**src/rtl/fifo_sched_ctrl.sv**
```systemverilog
// Round-robin write arbiter and read scheduler for a single-port-per-cycle FIFO,
// draining into a one-word valid/ready output register. Optional flag check: FIFO_SCHED_FLAG_CHECK_EN.
module fifo_sched_ctrl #(
    parameter int NREQ  = 2,
    parameter int WIDTH = 8,
    parameter int DEPTH = 8,
    localparam int LW   = $clog2(DEPTH + 1)
) (
    input  logic                    sys_clk,
    input  logic                    rst,
    input  logic [NREQ-1:0]         req,
    input  logic [NREQ*WIDTH-1:0]   req_data,
    output logic [NREQ-1:0]         ack,
    output logic [WIDTH-1:0]        m_data,
    output logic                    m_valid,
    input  logic                    m_ready,
    output logic [WIDTH-1:0]        fifo_din,
    output logic                    fifo_wr,
    output logic                    fifo_rd,
    output logic                    fifo_en,
    output logic                    fifo_rst_n,
    input  logic [WIDTH-1:0]        fifo_dout,
    input  logic                    fifo_empty,
    output logic                    flag_err,
    output logic [1:0]              dbg_state
);

    localparam int PW = (NREQ > 1) ? $clog2(NREQ) : 1;

    typedef enum logic [1:0] {S_IDLE, S_WR, S_RD, S_RDW} state_t;

    state_t            state_q, state_d;
    logic [LW-1:0]     level_q;
    logic [PW-1:0]     rr_ptr_q, gnt_q, gnt_idx, idx;
    logic              gnt_any;
    logic [WIDTH-1:0]  gnt_data, din_q, m_data_q;
    logic              m_valid_q;
    logic              last_op_q;      // 1: last completed op was a write
    logic              wr_ok, rd_ok;

    // Search starts one past the previous winner so every requester gets a turn.
    always_comb begin
        gnt_idx  = rr_ptr_q;
        gnt_any  = 1'b0;
        idx      = rr_ptr_q;
        gnt_data = '0;
        for (int i = 0; i < NREQ; i++) begin
            idx = (idx == PW'(NREQ - 1)) ? '0 : idx + PW'(1);
            if (!gnt_any && req[idx]) begin
                gnt_idx = idx;
                gnt_any = 1'b1;
            end
        end
        for (int k = 0; k < NREQ; k++) begin
            if (gnt_idx == PW'(k)) gnt_data = req_data[k*WIDTH +: WIDTH];
        end
    end

    always_comb begin
        state_d = state_q;
        wr_ok   = gnt_any && (level_q < LW'(DEPTH));
        rd_ok   = (level_q != '0) && !m_valid_q;
        case (state_q)
            S_IDLE: begin
                if (wr_ok && rd_ok)  state_d = last_op_q ? S_RD : S_WR;
                else if (wr_ok)      state_d = S_WR;
                else if (rd_ok)      state_d = S_RD;
            end
            S_WR:    state_d = S_IDLE;
            S_RD:    state_d = S_RDW;
            S_RDW:   state_d = S_IDLE;
            default: state_d = S_IDLE;
        endcase
    end

    // Output handshake: a word transfers on any cycle where m_valid && m_ready;
    // m_data holds steady while m_valid is high and m_valid never drops without m_ready.
    always_ff @(posedge sys_clk) begin
        if (rst) begin
            state_q   <= S_IDLE;
            level_q   <= '0;
            rr_ptr_q  <= PW'(NREQ - 1);
            gnt_q     <= '0;
            din_q     <= '0;
            m_data_q  <= '0;
            m_valid_q <= 1'b0;
            last_op_q <= 1'b0;
        end else begin
            state_q <= state_d;
            if (state_q == S_IDLE && state_d == S_WR) begin
                gnt_q    <= gnt_idx;
                din_q    <= gnt_data;
                rr_ptr_q <= gnt_idx;
            end
            if (m_valid_q && m_ready) m_valid_q <= 1'b0;
            case (state_q)
                S_WR: begin
                    level_q   <= level_q + LW'(1);
                    last_op_q <= 1'b1;
                end
                S_RD: level_q <= level_q - LW'(1);
                S_RDW: begin
                    m_data_q  <= fifo_dout;
                    m_valid_q <= 1'b1;
                    last_op_q <= 1'b0;
                end
                default: ;
            endcase
        end
    end

    // Strobes are gated by rst so an asserted reset aborts a WR without an ack.
    assign ack        = (state_q == S_WR && !rst) ? (NREQ'(1) << gnt_q) : '0;
    assign fifo_wr    = (state_q == S_WR) && !rst;
    assign fifo_rd    = (state_q == S_RD) && !rst;
    assign fifo_din   = rst ? '0 : din_q;
    assign fifo_en    = 1'b1;
    assign fifo_rst_n = ~rst;
    assign m_data     = m_data_q;
    assign m_valid    = m_valid_q && !rst;
    assign dbg_state  = state_q;

`ifdef FIFO_SCHED_FLAG_CHECK_EN
    logic idle_seen_q, flag_err_q;

    // The FIFO's count lags one cycle, so compare only on the second idle cycle onward.
    always_ff @(posedge sys_clk) begin
        if (rst) begin
            idle_seen_q <= 1'b0;
            flag_err_q  <= 1'b0;
        end else begin
            idle_seen_q <= (state_q == S_IDLE);
            if (state_q == S_IDLE && idle_seen_q && (fifo_empty != (level_q == '0)))
                flag_err_q <= 1'b1;
        end
    end

    assign flag_err = flag_err_q;
`else
    logic unused_fifo_empty;
    assign unused_fifo_empty = fifo_empty;
    assign flag_err          = 1'b0;
`endif

endmodule

```
**config.mk**
```make
export PLATFORM = sky130hd
export DESIGN_NAME = fifo_sched_ctrl
export DESIGN_NICKNAME = d
export VERILOG_FILES = /design/src/rtl/fifo_sched_ctrl.sv
export SDC_FILE = /design/constraint.sdc
export NUM_CORES = 1
export LEC_CHECK = 0
export CORE_MARGIN = 1.5
export CORE_UTILIZATION = 42
export CTS_CLUSTER_DIAMETER = 200
export CTS_CLUSTER_SIZE = 25
export DETAILED_ROUTE_END_ITERATION = 12
export PLACE_DENSITY = 0.82
export SLEW_MARGIN = 20
export SYNTH_ARGS = -nofsm -noshare
export SYNTH_HDL_FRONTEND = slang
export SYNTH_SLANG_ARGS = --single-unit
```
**constraint.sdc**
```tcl
create_clock -name sys_clk -period 2.2 [get_ports sys_clk]
set_clock_uncertainty 0.1 [all_clocks]
set_input_delay 0.22 -clock sys_clk [delete_from_list [all_inputs] [get_ports sys_clk]]
set_output_delay 0.22 -clock sys_clk [all_outputs]
set_load 0.01 [all_outputs]
```
==> flow_summary.json <==
{
  "rrSetupSlack_ns": 0.12,
  "post-route-period-util": 0.956,
  "fmax_mhz": 475,
  "ys_ff_latch": 26,
  "die_y_um": 60.2,
  "whs_ns": 0.392,
  "finalSetupViolCount": 0,
  "final_cell_mix": "clkdlybuf4s50_1 (50), dfxtp_1 (24), nor2_1 (19), a21oi_1 (14), nor2b_1 (10)",
  "setup_tns_ns": 0,
  "rsz0062_at_grt": "no",
  "reg2reg_from": "dbg_state[0]",
  "drive_gt1_frac": 0.0806,
  "internal_power_mw": 1.21,
  "outcome": "complete, no violations",
  "max_slew.worst_pin.slew_ns": 0.518,
  "grt_pass1_wl_mm": 5.33,
  "wirelength_mm": 3.53,
  "grt_start_max_net_pins": 26,
  "routabilityCongestion": 0.784,
  "area_growth_pct": 45.8,
  "p_seq_frac": 0.346,
  "peakVddDrop_v": 0.000500,
  "ys_types": 38,
  "ys_seq_area_frac": 0.379,
  "io_pins": 56,
  "grt_usage": 0.194,
  "clkTransAtPathRegs_ns": 0.14,
  "io_buffers": 52,
  "route.vias.total": 1358,
  "cts_buffers": 3,
  "slew-limit-headroom": 0.654,
  "cts_buffer_depth": 2,
  "first_pass_iters": 4,
  "syn_area_per_cell_um2": 8.64,
  "dieArea_um2": 3620,
  "total_power_mw": 1.97,
  "via_per_inst": 5.33,
  "cp.arrival_ns": 1.78,
  "synth-simple-area-share": 0.189,
  "synth-compound-area-share": 0.228,
  "worstHoldPathCells": 3,
  "post-place-ws_ns": 0.182,
  "slew_violations": 0,
  "worst-setup-path-type": "register to primary output",
  "p_switching_mw": 0.763,
  "power.leakage_nw": 0.750,
  "final_common_cell": "clkdlybuf4s50_1",
  "fin_cells": 255,
  "p_sw_frac": 0.387,
  "syn_inst": 159,
  "worstRegToRegCells": 7,
  "diodes": 0,
  "fin_crit_ns": 2.10,
  "start_util": 0.446,
  "min_from": "fifo_dout[2]",
  "globalRouteOverflowTotal": 0,
  "grt_pass1_vias": 1282,
  "slowest_stage": "clkdlybuf4s50_1",
  "slowest_delay_ns": 0.55,
  "antenna_found_initial": 0,
  "p_clk_frac": 0.125,
  "whs_endpoint": "m_data[2]",
  "synth_adder_area_share": 0.0692,
  "cts-root-buf": "clkbuf_4",
  "synth_top_family_by_area": "compound AO/OA/AOI/OAI gates",
  "clock_sinks": 26,
  "path_cells": "inv_1 > ha_1 > inv_1 > nor2_1 > clkdlybuf4s50_1",
  "syn-cell-area_um2": 1370,
  "dp_hpwl_mm": 2.64,
  "drtIter0Drc": 36,
  "drtAntennaViolNets": 0,
  "dp_cells": 251,
  "die_x_um": 60.2,
  "rr_endpoint": "level_q[3]",
  "yosysWarnings": 0,
  "hp-class": "input port to register",
  "h-tree-depth": 1,
  "drv_cap": 0,
  "cts_hold_buf": 0,
  "worstSetupStartpointType": "register",
  "synth_fp_nets": 196,
  "routedWlPerCell_um": 13.8,
  "end_kind": "primary output",
  "nets": 249,
  "worstPathRequired_ns": 1.88,
  "hold_viol": 0,
  "placementRows": 20,
  "core-area_um2": 3080,
  "p_per_area_nw_per_um2": 983,
  "cts_tree": "built",
  "combPwrFrac": 0.529,
  "synth_xor_area_frac": 0.0128,
  "clock_latency_ns": 0.32,
  "cpMostUsedCell": "inv_1",
  "crit_fanout": 5,
  "yosys-mux-area-fraction": 0.0583,
  "worst_slack_ns": 0.0965,
  "drc": 0
}
sequential cells by signal (all words and copies together), names as in the netlist:
| name | count |
|---|---|
| m_data | 8 |
| level_q | 4 |
| din_q | 8 |
| rr_ptr_q | 1 |
| dbg_state | 2 |
| m_valid_q | 1 |
| gnt_q | 1 |
| last_op_q | 1 |
Yosys cell counts:
| master | number | area, µm² |
|---|---|---|
| a2111oi_0 | 8 | 70.1 |
| a211oi_1 | 1 | 7.51 |
| a21boi_0 | 8 | 60.1 |
| a21oi_1 | 14 | 70.1 |
| a311oi_1 | 1 | 8.76 |
| a31oi_1 | 1 | 6.26 |
| and2_1 | 2 | 12.5 |
| and3_1 | 1 | 6.26 |
| buf_1 | 2 | 7.51 |
| buf_2 | 1 | 5.00 |
| buf_4 | 2 | 15.0 |
| clkbuf_1 | 5 | 18.8 |
| conb_1 | 2 | 7.51 |
| dfxtp_1 | 26 | 521 |
| fa_1 | 1 | 20.0 |
| ha_1 | 6 | 75.1 |
| inv_1 | 9 | 33.8 |
| mux2i_1 | 8 | 80.1 |
| nand2_1 | 1 | 3.75 |
| nand2b_1 | 1 | 6.26 |
| nand3_1 | 3 | 15.0 |
| nor2_1 | 19 | 71.3 |
| nor2b_1 | 11 | 68.8 |
| nor3_1 | 9 | 45.0 |
| nor4_1 | 1 | 6.26 |
| o211a_4 | 1 | 17.5 |
| o211ai_2 | 1 | 12.5 |
| o21a_1 | 1 | 7.51 |
| o21ai_1 | 3 | 15.0 |
| o21ba_2 | 1 | 10.0 |
| o21bai_1 | 1 | 7.51 |
| o22ai_1 | 2 | 12.5 |
| o31ai_1 | 1 | 7.51 |
| or2_1 | 1 | 6.26 |
| or4_1 | 1 | 7.51 |
| or4_4 | 1 | 11.3 |
| xnor2_1 | 1 | 8.76 |
| xor2_1 | 1 | 8.76 |
worst max-delay path: cells and delay by family, from the launching register on:
kind | cells | cell delay (ns)
flops | 1 | 0.35
fa+ha+maj | 1 | 0.23
buf+inv | 3 | 0.75
simple gates | 1 | 0.13
repair_timing:
item / in CTS / in global routing
endpoints found under the setup margin: 2 / 2
buffers inserted: 0 / 0
gates resized for setup: 2 / 3
through the flow:
stage,area (µm²),utilization
floorplan,1370,-
global placement,1960,0.637
detailed placement,1960,0.637
CTS,2000,0.649
global route,2000,0.651
finish,2000,0.651
layer usage:
| layer | share of wire | global-route usage | up-vias |
|---|---|---|---|
| li1 | - | - | 662 |
| met1 | 0.41 | 0.202 | 642 |
| met4 | 0.0068 | 0.0540 | 0 |
| met3 | 0.067 | 0.0390 | 4 |
| met5 | 0 | 0 | - |
| met2 | 0.51 | 0.382 | 50 |
worst max path at each step:
| stage | from | end | slack, ns |
|---|---|---|---|
| after global routing | dbg_state[0] | fifo_rd | 0.03 |
| after CTS | dbg_state[1] | ack[1] | 0.01 |
| after global placement | dbg_state[0] | level_q[3] | 0.27 |
| after detailed placement | dbg_state[0] | level_q[3] | 0.18 |
| after floorplan | dbg_state[0] | level_q[3] | 0.15 |
| final | dbg_state[0] | fifo_rd | 0.1 |
cell families after synthesis:
kind of cell	Yosys count
xor gates and xnor gates	2
DFF	26
other	2
buffers and inverters	19
adders and majority gates	7
AOI/OAI and AO/OA	44
and+or+nand+nor	51
muxes	8
power groups by stage:
stage | combinational, mW | sequential [mW] | clock [mW]
after CTS | 1.05 | 0.676 | 0.252
after detailed placement | 1.05 | 0.687 | 0
final | 1.04 | 0.681 | 0.246
after global routing | 1.14 | 0.697 | 0.274
after global placement | 0.998 | 0.679 | 0
after floorplan | 0.668 | 0.682 | 0
cell type report:
class,instances,area (µm²)
Multi-Input combinational cell,114,776
Inverter,9,33.8
Sequential cell,26,523
Clock buffer,4,36.3
Fill cell,280,1070
Tap cell,44,55.1
Timing Repair Buffer,58,579
Note: power is estimated with default switching activity, not from simulation.
